$ cat config.mk
export PLATFORM = sky130hd
export DESIGN_NAME = luma_stream
export DESIGN_NICKNAME = d
export VERILOG_FILES = /design/src/rtl/luma_pkg.sv /design/src/rtl/luma_weighted_sum.sv /design/src/rtl/luma_stream.sv
export SDC_FILE = /design/constraint.sdc
export NUM_CORES = 1
export LEC_CHECK = 0
export BUFFER_PORTS_ARGS = -buffer_cell sky130_fd_sc_hd__buf_2
export CORE_AREA = 8 8 86 145
export DETAILED_ROUTE_END_ITERATION = 8
export DIE_AREA = 0 0 94 153
export PLACE_DENSITY = 0.77
export SYNTH_ARGS = -nofsm -noshare
export SYNTH_HDL_FRONTEND = slang
export SYNTH_HIERARCHICAL = 1
export SYNTH_SLANG_ARGS = --single-unit
$ cat constraint.sdc
create_clock -name I_CLK -period 3.83 [get_ports I_CLK]
set_input_delay 0.1915 -clock I_CLK [delete_from_list [all_inputs] [get_ports I_CLK]]
set_output_delay 0.1915 -clock I_CLK [all_outputs]
set_load 0.01 [all_outputs]
$ cat src/rtl/luma_pkg.sv
// Shared constants and types for the luma_stream RGB-to-grayscale pipeline.
// Holds the 8-fractional-bit luma coefficients, the rounding constant and the
// frame-tracking FSM encoding. Rec.709 constants exist only when the optional
// LUMA_STREAM_709_EN macro is defined.
package luma_pkg;

  localparam int unsigned COEF_FRAC_W = 8;
  localparam int unsigned ROUND_C     = 128;

  typedef enum logic {
    FRAME_START = 1'b0,
    IN_FRAME    = 1'b1
  } frame_state_e;

  typedef struct packed {
    logic [COEF_FRAC_W-1:0] r;
    logic [COEF_FRAC_W-1:0] g;
    logic [COEF_FRAC_W-1:0] b;
  } coef_t;

  localparam coef_t COEF_601 = '{r: 8'd77, g: 8'd150, b: 8'd29};

`ifdef LUMA_STREAM_709_EN
  localparam coef_t COEF_709 = '{r: 8'd54, g: 8'd183, b: 8'd19};

  // Mode 0 selects Rec.601, mode 1 selects Rec.709.
  function automatic coef_t coef_for_mode(input logic mode);
    return mode ? COEF_709 : COEF_601;
  endfunction
`endif

endpackage

$ cat src/rtl/luma_weighted_sum.sv
// Combinational sum of the three weighted subpixels, rounded and saturated.
// Ports:
//   prod_r_i/prod_g_i/prod_b_i : subpixel x coefficient products (P_SUB_W+8 bits)
//   luma_o                     : rounded, saturated luma (P_SUB_W bits)
module luma_weighted_sum
  import luma_pkg::*;
#(
  parameter int unsigned P_SUB_W = 8
) (
  input  logic [P_SUB_W+COEF_FRAC_W-1:0] prod_r_i,
  input  logic [P_SUB_W+COEF_FRAC_W-1:0] prod_g_i,
  input  logic [P_SUB_W+COEF_FRAC_W-1:0] prod_b_i,
  output logic [P_SUB_W-1:0]             luma_o
);

  localparam int unsigned ACC_W = P_SUB_W + 10;

  logic [ACC_W-1:0] acc_c;
  logic [ACC_W-1:0] scaled_c;

  // Round to nearest, drop the fraction, clamp to the subpixel range.
  always_comb begin
    acc_c    = ACC_W'(prod_r_i) + ACC_W'(prod_g_i) + ACC_W'(prod_b_i) + ACC_W'(ROUND_C);
    scaled_c = acc_c >> COEF_FRAC_W;
    if (scaled_c > ACC_W'({P_SUB_W{1'b1}})) begin
      luma_o = '1;
    end else begin
      luma_o = scaled_c[P_SUB_W-1:0];
    end
  end

endmodule

$ cat src/rtl/luma_stream.sv
// Two-stage streaming RGB-to-luma converter with valid/ready handshakes.
// Stage 1 registers the three weighted products, stage 2 the rounded luma.
// A two-state FSM tracks frame boundaries; with LUMA_STREAM_709_EN defined it
// also latches I_MODE at the first beat of each frame to pick Rec.601/709.
// Ports:
//   I_CLK, I_RESET          : clock, synchronous active-high reset
//   I_PIXEL/I_VALID/I_LAST  : input beat (R high, G middle, B low subpixel)
//   I_MODE                  : coefficient set for a new frame (0=601, 1=709)
//   O_READY                 : input beat accepted this cycle (combinational)
//   O_PIXEL/O_VALID/O_LAST  : output beat
//   I_READY                 : downstream accepts an output beat
module luma_stream
  import luma_pkg::*;
#(
  parameter int unsigned P_PIXEL_DEPTH = 24
) (
  input  logic                       I_CLK,
  input  logic                       I_RESET,
  input  logic [P_PIXEL_DEPTH-1:0]   I_PIXEL,
  input  logic                       I_VALID,
  input  logic                       I_LAST,
  input  logic                       I_MODE,
  output logic                       O_READY,
  output logic [P_PIXEL_DEPTH/3-1:0] O_PIXEL,
  output logic                       O_VALID,
  output logic                       O_LAST,
  input  logic                       I_READY
);

  localparam int unsigned S    = P_PIXEL_DEPTH / 3;
  localparam int unsigned SP_W = S + COEF_FRAC_W;

  frame_state_e     state_q;
  logic             s1_valid_q;
  logic             s1_last_q;
  logic [SP_W-1:0]  prod_r_q, prod_g_q, prod_b_q;
  logic [SP_W-1:0]  prod_r_d, prod_g_d, prod_b_d;
  logic             o_valid_q;
  logic             o_last_q;
  logic [S-1:0]     o_pixel_q;
  logic [S-1:0]     luma_c;
  logic             en_c;
  coef_t            coef_c;

`ifdef LUMA_STREAM_709_EN
  logic             mode_q;
`else
  logic             unused_mode;
  assign unused_mode = I_MODE;
`endif

  // Pipeline advances whenever the output register is empty or being drained.
  assign en_c    = !o_valid_q || I_READY;
  assign O_READY = en_c || I_RESET;
  assign O_PIXEL = o_pixel_q;
  assign O_VALID = o_valid_q;
  assign O_LAST  = o_last_q;

  // First beat of a frame uses I_MODE directly; later beats use the latched mode.
  always_comb begin
`ifdef LUMA_STREAM_709_EN
    coef_c = coef_for_mode((state_q == FRAME_START) ? I_MODE : mode_q);
`else
    coef_c = COEF_601;
`endif
    prod_r_d = SP_W'(I_PIXEL[3*S-1:2*S]) * SP_W'(coef_c.r);
    prod_g_d = SP_W'(I_PIXEL[2*S-1:S])   * SP_W'(coef_c.g);
    prod_b_d = SP_W'(I_PIXEL[S-1:0])     * SP_W'(coef_c.b);
  end

  luma_weighted_sum #(
    .P_SUB_W (S)
  ) u_weighted_sum (
    .prod_r_i (prod_r_q),
    .prod_g_i (prod_g_q),
    .prod_b_i (prod_b_q),
    .luma_o   (luma_c)
  );

  // Pipeline registers and frame FSM; everything holds while en_c is low.
  always_ff @(posedge I_CLK) begin
    if (I_RESET) begin
      state_q    <= FRAME_START;
      s1_valid_q <= 1'b0;
      s1_last_q  <= 1'b0;
      prod_r_q   <= '0;
      prod_g_q   <= '0;
      prod_b_q   <= '0;
      o_valid_q  <= 1'b0;
      o_last_q   <= 1'b0;
      o_pixel_q  <= '0;
`ifdef LUMA_STREAM_709_EN
      mode_q     <= 1'b0;
`endif
    end else if (en_c) begin
      s1_valid_q <= I_VALID;
      s1_last_q  <= I_VALID && I_LAST;
      prod_r_q   <= prod_r_d;
      prod_g_q   <= prod_g_d;
      prod_b_q   <= prod_b_d;
      o_valid_q  <= s1_valid_q;
      o_last_q   <= s1_last_q;
      o_pixel_q  <= luma_c;
      if (I_VALID) begin
        case (state_q)
          FRAME_START: begin
`ifdef LUMA_STREAM_709_EN
            mode_q <= I_MODE;
`endif
            if (!I_LAST) state_q <= IN_FRAME;
          end
          IN_FRAME: begin
            if (I_LAST) state_q <= FRAME_START;
          end
        endcase
      end
    end
  end

endmodule

==> results of run 1 <==
## layout make-up
| class | count | area [um^2] |
|---|---|---|
| Clock inverter | 2 | 16.27 |
| Sequential cell | 55 | 1101 |
| Tap cell | 130 | 162.7 |
| Fill cell | 940 | 3946 |
| Multi-Input combinational cell | 527 | 4494 |
| Inverter | 116 | 435.4 |
| Timing Repair Buffer | 43 | 225.2 |
| Clock buffer | 6 | 128.9 |
## power by group
part	total [W]	internal, W	switching (W)	leakage, nW
registers	0.000827	0.000734	0.0000922	0.458
clock network	0.000468	0.000246	0.000223	0.0675
logic	0.00302	0.00127	0.00175	2.95
total	0.00432	0.00225	0.00206	3.48
## worst max-delay path by stage
stage / to / slack, ns / cells after the start
after floorplan: prod_g_q[14] / 0.38 / 13
after detailed placement: prod_g_q[14] / 0.03 / 14
after CTS: prod_g_q[14] / 0.35 / 14
after global routing: prod_g_q[15] / 0.15 / 13
after global placement: prod_g_q[14] / 0.15 / 14
final: prod_g_q[14] / 0.32 / 14
## metrics by stage
stage	setup WS (ns)	utilization	instance area [um^2]	std cells	hold slack, ns
floorplan	0.3843	-	6132	719	0.3320
global placement	0.1482	0.6107	6419	871	0.4346
finish	0.3228	0.6245	6564	879	0.1495
global route	0.1451	0.6245	6564	879	0.1732
CTS	0.3542	0.6245	6564	879	0.1458
detailed placement	0.03139	0.6107	6419	871	0.4414
## layout by cell type, fill, tap and decap left out, types with 3 or more instances in the layout
cell	n
sky130_fd_sc_hd__nor2_1	39
sky130_fd_sc_hd__nor3_1	10
sky130_fd_sc_hd__dfxtp_1	55
sky130_fd_sc_hd__nand2_1	70
sky130_fd_sc_hd__buf_4	4
sky130_fd_sc_hd__nand2b_1	4
sky130_fd_sc_hd__o21ai_0	15
sky130_fd_sc_hd__nand3_1	13
sky130_fd_sc_hd__clkbuf_16	5
sky130_fd_sc_hd__o211ai_1	7
sky130_fd_sc_hd__inv_1	116
sky130_fd_sc_hd__a211o_1	4
sky130_fd_sc_hd__a22o_1	3
sky130_fd_sc_hd__nand4_1	3
sky130_fd_sc_hd__nor2b_1	8
sky130_fd_sc_hd__or2_2	3
sky130_fd_sc_hd__a31oi_1	3
sky130_fd_sc_hd__o21a_1	5
sky130_fd_sc_hd__nor4b_1	3
sky130_fd_sc_hd__a211oi_1	16
sky130_fd_sc_hd__conb_1	5
sky130_fd_sc_hd__o21ai_1	6
sky130_fd_sc_hd__xnor2_1	12
sky130_fd_sc_hd__fa_1	41
sky130_fd_sc_hd__o21ai_2	3
sky130_fd_sc_hd__xor2_1	8
sky130_fd_sc_hd__o31ai_1	4
sky130_fd_sc_hd__and3_1	5
sky130_fd_sc_hd__ha_1	127
sky130_fd_sc_hd__a21oi_1	62
sky130_fd_sc_hd__buf_2	39
sky130_fd_sc_hd__a21o_1	13
## layer usage
metal / GRT usage / vias to the layer above
met2: 0.3966 / 98
met3: 0.02648 / 38
met5: 0 / -
met1: 0.1976 / 2384
met4: 0.1125 / 0
li1: - / 2496
## logic make-up after synthesis
group                      Yosys count  share of synthesized area
buffers and inverters              137                    0.08938
xor gates and xnor gates            20                    0.02864
AOI/OAI and AO/OA                  162                     0.1767
adders and majority gates          168                     0.3939
muxes                                1                   0.001636
DFF                                 55                     0.1800
other                                1                  0.0006130
and+or+nand+nor                    171                     0.1291
## critical path: stages
cell and delay [ns]:
sky130_fd_sc_hd__buf_2 0.13, sky130_fd_sc_hd__ha_1 0.29, sky130_fd_sc_hd__ha_1 0.27, sky130_fd_sc_hd__inv_1 0.06
sky130_fd_sc_hd__fa_1 0.51, sky130_fd_sc_hd__fa_1 0.52, sky130_fd_sc_hd__inv_1 0.04, sky130_fd_sc_hd__ha_1 0.24
sky130_fd_sc_hd__a211o_1 0.35, sky130_fd_sc_hd__or4_1 0.43, sky130_fd_sc_hd__o22ai_2 0.20, sky130_fd_sc_hd__o31ai_1 0.11
sky130_fd_sc_hd__xor2_1 0.15, sky130_fd_sc_hd__a22o_1 0.20
## registers in the layout, summed over array words and instances, names as in the netlist
signal and flops:
O_LAST 1, O_PIXEL 8, O_VALID 1, prod_b_q 13
prod_g_q 15, prod_r_q 15, s1_last_q 1, s1_valid_q 1
==> qor_table.md, run 1 <==
| Quantity | Value | Unit |
|---|---|---|
| Outcome | complete, no violations | - |
| Core area | 10,510 | um^2 |
| Final GP Congestion | 0.9046 | - |
| Number of standard cells after synthesis | 715 | - |
| Largest area contributor in the synthesized netlist | sky130_fd_sc_hd__ha_1 | - |
| Wire length of the first global-routing pass | 24,290 | um |
| Maximum fanout count along the critical path | 5 | - |
| Starting utilization of the core area | 0.5820 | - |
| Ys async rst share | 0 | - |
| Clock tree from TritonCTS | yes | - |
| HPWL reported at the end of detailed placement | 11,790 | um |
| Fmax | 285.1 | MHz |
| Number of antenna cells inserted | 0 | - |
| Worst r2r src | prod_g_q[12] | - |
| Detail Route Antenna Nets | 0 | - |
| Bufs on Longest Clock Path | 2 | - |
| Top metal layer carrying routed signals | met4 | - |
| Met3 WL | 374 | um |
| Post-synth EDFFs | 0 | - |
| Resized Gates After CTS | 0 | - |
| RSZ-0062 raised after global routing | false | - |
| Top cells by area, synth | sky130_fd_sc_hd__ha_1, sky130_fd_sc_hd__dfxtp_1, sky130_fd_sc_hd__fa_1 | - |
| WHS Endpoint | s1_valid_q | - |
| Synthesis Warnings | 6 | - |
| Area delta synth->final | 7.302 | % |
| CP Launch Point | I_PIXEL[12] | - |
| Leakage power | 3.478 | nW |
| Data required time at the worst endpoint | 4.02 | ns |
| Count of maximum capacitance violations | 0 | - |
| Most common cell in the synthesized netlist | sky130_fd_sc_hd__ha_1 | - |
| Number of flip-flops and latches in the synthesized netlist | 55 | - |
| Hold path startpoint | I_VALID | - |
| Clock Root Buffer | sky130_fd_sc_hd__clkbuf_16 | - |
| Number of input and output port buffers inserted | 39 | - |
| Type of the tightest min-delay check | in -> reg | - |
| Number of buffers added by the clock tree synthesis step | 5 | - |
| Die span in x | 94 | um |
| Post-Synthesis Cell Area | 6117 | um^2 |
| Number of distinct library cells after synthesis | 59 | - |
| Final sum of negative setup slack | 0 | ns |
| Final Hold Fails | 0 | - |
| Number of buffers inserted for hold repair after clock tree synthesis | 0 | - |
| Length of routed met2 wiring | 7861 | um |
| Type of element capturing the critical path | flip-flop | - |
| Final Max Tran Viols | 0 | - |
| Time the worst path needs with I/O delays and setup | 3.507 | ns |
| Capture point of the worst reg-to-reg path | O_PIXEL[4] | - |
| Via Count | 5,016 | - |
| Setup slack of the most critical reg-to-reg path | 0.65 | ns |
| Routed wire length | 13,990 | um |
| FF-to-FF path depth | 11 | - |
| Startpoint kind of the worst setup timing path | input pin | - |
| Fraction of the yosys area taken by sequential cells | 0.1800 | - |
| Hold Path Depth | 3 | - |
| Avg WL per Cell | 15.92 | um |
| Number of nets at the end of the flow | 946 | - |
| Worst setup skew after layout | 0.007004 | ns |
| Iteration-0 DRC Markers | 119 | - |
| Die footprint | 14,380 | um^2 |
| Setup repair bufs after CTS | 0 | - |
| Number of antenna violations at the first check in global routing | 0 | - |
| Dominant register cell in the synthesized netlist | sky130_fd_sc_hd__dfxtp_1 | - |
| Number of clock sinks | 55 | - |
| Number of global-route vias before repair | 5,333 | - |
| Setup violation total in the final timing report | 0 | - |
| Tightest slew margin relative to the limit | 0.2852 | - |
| Overall track demand over capacity in global routing | 0.2057 | - |
| Synth cell count leaders | sky130_fd_sc_hd__ha_1, sky130_fd_sc_hd__inv_1, sky130_fd_sc_hd__nand2_1 | - |
| Actual transition at the worst max-transition pin | 1.072 | ns |
| Average size of a mapped cell | 8.555 | um^2 |
| Met1 wire length | 5077 | um |
| Total power density per cell area | 657.8 | nW/um^2 |
| Top-level I/O count | 41 | - |
| Clock transition at path regs | 0.07 | ns |
| Number of placement rows | 50 | - |
| Share of the synthesized area in the top cell type | 0.2598 | - |
| Share of final-layout standard cells stronger than drive strength 1 | 0.09079 | - |
| Die Ht | 153 | um |
| CP Class | in -> reg | - |
| Number of H-tree branching levels | 2 | - |
| Final worst-path cycle share | 0.9157 | - |
| TritonRoute pass-1 iters | 4 | - |
| Remaining global-route overflow | 0 | - |
| Routed vias/inst | 5.706 | - |
| Power after layout | 0.004318 | W |
| Largest net degree at the start of global routing | 59 | - |
| Detailed-route DRC error count | 0 | - |
| Arrival time of the worst setup path | 3.70 | ns |
| Peak supply drop | 0.0003359 | V |
| Skew-Pair Late Insertion Delay | 0.30 | ns |
(Power assumes the default switching activity.)
==> run 2, diff against run 1 <==
--- a/config.mk
+++ b/config.mk
@@ -6,11 +6,10 @@
 export NUM_CORES = 1
 export LEC_CHECK = 0
 export BUFFER_PORTS_ARGS = -buffer_cell sky130_fd_sc_hd__buf_2
-export CORE_AREA = 8 8 86 145
+export CORE_AREA = 8 8 85 144
 export DETAILED_ROUTE_END_ITERATION = 8
-export DIE_AREA = 0 0 94 153
-export PLACE_DENSITY = 0.77
+export DIE_AREA = 0 0 93 152
+export PLACE_DENSITY = 0.78
 export SYNTH_ARGS = -nofsm -noshare
 export SYNTH_HDL_FRONTEND = slang
-export SYNTH_HIERARCHICAL = 1
 export SYNTH_SLANG_ARGS = --single-unit
==> constraint.sdc (replaced) <==
create_clock -name I_CLK -period 4.55 [get_ports I_CLK]
set_input_delay 0.6825 -clock I_CLK [delete_from_list [all_inputs] [get_ports I_CLK]]
set_output_delay 0.6825 -clock I_CLK [all_outputs]
set_load 0.01 [all_outputs]
==> qor_table.md, run 2 <==
| Quantity | Value | Unit | vs previous |
|---|---|---|---|
| Outcome | complete, no violations | - | unchanged |
| RSZ-0062 raised after global routing | false | - | unchanged |
| Largest net degree at the start of global routing | 56 | - | was 59 |
| Critical Path Slowest Stage Cell | sky130_fd_sc_hd__fa_1 | - | unchanged |
| Fraction of the yosys area taken by sequential cells | 0.1823 | - | was 0.1800 |
| Bufs on Longest Clock Path | 2 | - | unchanged |
| Synth cell count leaders | sky130_fd_sc_hd__ha_1, sky130_fd_sc_hd__inv_1, sky130_fd_sc_hd__nand2_1 | - | unchanged |
| Die footprint | 14,140 | um^2 | was 14,380 um^2 |
| Reported net switching power | 0.001402 | W | was 0.002064 W |
| Type of the tightest min-delay check | reg -> reg | - | was in -> reg |
| Iteration-0 DRC Markers | 218 | - | was 119 |
| Number of placement rows | 49 | - | was 50 |
| Arrival time of the worst setup path | 4.31 | ns | was 3.70 ns |
| Overall track demand over capacity in global routing | 0.1894 | - | was 0.2057 |
| Internal power | 0.001765 | W | was 0.002253 W |
| Switch share | 0.4428 | - | was 0.4781 |
| Setup slack of the most critical reg-to-reg path | 0.44 | ns | was 0.65 ns |
| Top cells by area, synth | sky130_fd_sc_hd__ha_1, sky130_fd_sc_hd__dfxtp_1, sky130_fd_sc_hd__fa_1 | - | unchanged |
| Number of nets at the end of the flow | 929 | - | was 946 |
| Die Ht | 152 | um | was 153 um |
| Busiest layer in global routing | met2 | - | unchanged |
| Type of element capturing the critical path | flip-flop | - | unchanged |
| CP Class | reg -> reg | - | was in -> reg |
| Number of input and output port buffers inserted | 39 | - | unchanged |
| Remaining global-route overflow | 0 | - | unchanged |
| Die span in x | 93 | um | was 94 um |
| Number of buffers added by the clock tree synthesis step | 5 | - | unchanged |
| TritonRoute pass-1 iters | 7 | - | was 4 |
| Number of global-route vias before repair | 5,200 | - | was 5,333 |
| Wire length of the first global-routing pass | 22,590 | um | was 24,290 um |
| Final GP Congestion | 0.8508 | - | was 0.9046 |
| Global Route met2 Usage | 0.3604 | - | was 0.3966 |
| Setup violation total in the final timing report | 0 | - | unchanged |
| Actual transition at the worst max-transition pin | 1.000 | ns | was 1.072 ns |
| Clock Root Buffer | sky130_fd_sc_hd__clkbuf_16 | - | unchanged |
| Area used by sequential logic in the layout | 1101 | um^2 | unchanged |
| Fmax | 243.2 | MHz |  |
| Final Hold Fails | 0 | - | unchanged |
| Detailed-route DRC error count | 0 | - | unchanged |
| Area occupied by multi-input gates | 4508 | um^2 | was 4494 um^2 |
| Skew-Pair Late Insertion Delay | 0.30 | ns | about the same |
| Most common cell in the synthesized netlist | sky130_fd_sc_hd__ha_1 | - | unchanged |
| Via Count | 4,947 | - | was 5,016 |
| Clock share of power | 0.122 | - | was 0.109 |
| Final sum of negative setup slack | 0 | ns | unchanged |
| Average size of a mapped cell | 8.529 | um^2 | was 8.555 um^2 |
| Tightest slew margin relative to the limit | 0.3333 | - | was 0.2852 |
| Final worst-path cycle share | 0.9036 | - |  |
| HPWL reported at the end of detailed placement | 10,680 | um | was 11,790 um |
| Met3 routing resource usage after global routing | 0.02664 | - | was 0.02648 |
| Final Max Tran Viols | 0 | - | unchanged |
| Setup repair bufs after CTS | 0 | - | unchanged |
| Highest cell delay on the worst timing path | 0.41 | ns | was 0.52 ns |
| Synthesis Warnings | 0 | - | was 6 |
| Number of filler instances in the final layout | 906 | - | was 940 |
| Commonest non-fill, non-tap cell in the layout | sky130_fd_sc_hd__ha_1 | - | unchanged |
| Post-Route Utilization | 0.6374 | - | was 0.6245 |
| Dominant register cell in the synthesized netlist | sky130_fd_sc_hd__dfxtp_1 | - | unchanged |
| Largest registers | prod_g_q (15), prod_r_q (15), prod_b_q (13) | - | unchanged |
| Number of clock sinks | 55 | - | unchanged |
| Data required time at the worst endpoint | 4.75 | ns | was 4.02 ns |
| Combinational group share of total power | 0.656 | - | was 0.700 |
| Largest area contributor in the synthesized netlist | sky130_fd_sc_hd__ha_1 | - | unchanged |
| Post-route cell area | 6487 | um^2 | was 6564 um^2 |
| Leakage power | 3.337 | nW | was 3.478 nW |
| Count of maximum capacitance violations | 0 | - | unchanged |
| Global routing met1 resource utilization | 0.1948 | - | was 0.1976 |
| Commonest cells after routing, fill and taps aside | sky130_fd_sc_hd__ha_1, sky130_fd_sc_hd__inv_1, sky130_fd_sc_hd__nand2_1 | - | unchanged |
| Number of flip-flops and latches in the synthesized netlist | 55 | - | unchanged |
| Ys async rst share | 0 | - | unchanged |
| Clock tree from TritonCTS | yes | - | unchanged |
| Number of H-tree branching levels | 2 | - | unchanged |
| Number of distinct library cells after synthesis | 59 | - | unchanged |
| Time the worst path needs with I/O delays and setup | 4.111 | ns |  |
| Resized Gates After CTS | 0 | - | unchanged |
| Core area | 10,180 | um^2 | was 10,510 um^2 |
| Peak supply drop | 0.0004262 | V | was 0.0003359 V |
| Number of buffers inserted for hold repair after clock tree synthesis | 0 | - | unchanged |
| Register share of total power | 0.221 | - | was 0.191 |
| Routed vias/inst | 5.726 | - | was 5.706 |
| Post-synth EDFFs | 0 | - | unchanged |
| Startpoint kind of the worst setup timing path | flip-flop | - | was input pin |
| Placed Instance Area | 6342 | um^2 | was 6419 um^2 |
| Maximum fanout count along the critical path | 6 | - | was 5 |
| Number of antenna violations at the first check in global routing | 0 | - | unchanged |
| Detail Route Antenna Nets | 0 | - | unchanged |
| Area delta synth->final | 7.439 | % | was 7.302% |
| Post-Synthesis Cell Area | 6038 | um^2 | was 6117 um^2 |
| Share of final-layout standard cells stronger than drive strength 1 | 0.09498 | - | was 0.09079 |
| Starting utilization of the core area | 0.5933 | - | was 0.5820 |
| Total power density per cell area | 488.2 | nW/um^2 | was 657.8 nW/um^2 |
| Chain of cells forming the critical path | ha_1 -> inv_1 -> fa_1 -> nor2b_1 -> o31a_1 -> o21ai_0 -> nand2b_1 -> xnor2_1 -> ha_1 -> inv_1 -> ha_1 -> nand3_1 -> a221o_1 -> o211ai_1 -> a31o_2 -> a21o_1 -> o211ai_4 -> a311oi_1 | - | was buf_2 -> ha_1 -> ha_1 -> inv_1 -> fa_1 -> fa_1 -> inv_1 -> ha_1 -> a211o_1 -> or4_1 -> o22ai_2 -> o31ai_1 -> xor2_1 -> a22o_1 |
| Number of antenna cells inserted | 0 | - | unchanged |
| Net count of the mapped netlist | 901 | - |  |
| Worst setup skew after layout | 0.008121 | ns | was 0.007004 ns |
| Cell with the most instances on the worst path | sky130_fd_sc_hd__ha_1 | - | unchanged |
| Top-level I/O count | 41 | - | unchanged |
| Routed wire length | 12,850 | um | was 13,990 um |
| Number of standard cells after synthesis | 708 | - | was 715 |
| Avg WL per Cell | 14.87 | um | was 15.92 um |
| Clock transition at path regs | 0.07 | ns | about the same |
| Share of the synthesized area in the top cell type | 0.2818 | - | was 0.2598 |
==> run 2: worst max-delay path: cells and delay by family, from the launching register on <==
kind	cells	cell delay, ns
adders and majority gates	4	1.20
DFF	1	0.34
buffers and inverters	2	0.11
xor gates and xnor gates	1	0.09
AOI/OAI and AO/OA	8	1.92
and+or+nand+nor	3	0.35
==> run 2: metrics by stage <==
step | std cells | worst slack [ns] | total power (W) | hold WS [ns]
2_1_floorplan | 708 | 0.8537 | 0.002327 | 0.4319
3_3_place_gp | 856 | 0.5551 | 0.002677 | 0.4390
3_5_place_dp | 856 | 0.4387 | 0.002784 | 0.4458
4_1_cts | 864 | 0.3944 | 0.003184 | 0.4589
5_1_grt | 864 | 0.1279 | 0.003501 | 0.4786
6_report | 864 | 0.4386 | 0.003167 | 0.4597
==> run 2: layout make-up <==
cell class / instances / share of cell area
repair buffers: 41 / 0.03240
clock buffers: 6 / 0.01987
clock inverters: 2 / 0.002507
well taps: 127 / 0.02449
flip-flops and latches: 55 / 0.1697
multi-input cells: 536 / 0.6949
inverters: 97 / 0.05612
==> run 2: cell families (layout without fill, tap and decap cells) <==
logic type                 Yosys count  after routing  share of synthesized area
AOI/OAI and AO/OA                  167            167                     0.1780
xor gates and xnor gates            36             36                    0.05222
and+or+nand+nor                    167            167                     0.1376
adders and majority gates          163            163                     0.3713
DFF                                 55             55                     0.1823
buffers and inverters              117            146                    0.07273
muxes                                3              3                   0.005801
==> run 2: power groups by stage <==
| stage | registers [W] | logic [W] | clock network (W) |
|---|---|---|---|
| finish | 0.000701 | 0.00208 | 0.000387 |
| global route | 0.000718 | 0.00238 | 0.000408 |
| CTS | 0.000703 | 0.00209 | 0.000388 |
| detailed placement | 0.000712 | 0.00207 | 0 |
| global placement | 0.000704 | 0.00197 | 0 |
| floorplan | 0.000696 | 0.00163 | 0 |
==> run 2: path summary, 6_finish.rpt <==
check / from / endpoint / cells after the start
worst max-delay path: prod_r_q[1] / O_PIXEL[3] / 18
worst min-delay path: prod_r_q[3] / prod_r_q[3] / 2
worst max register to register: prod_r_q[1] / O_PIXEL[3] / 18
worst min register to register: prod_r_q[3] / prod_r_q[3] / 2
==> run 2: per-layer routing <==
metal	part of all wire	routed length, um	up-vias
met3	0.032	408	27
met1	0.39	5021	2325
met4	0.033	420	0
met2	0.54	6997	90
met5	0	0	-
li1	-	-	2505
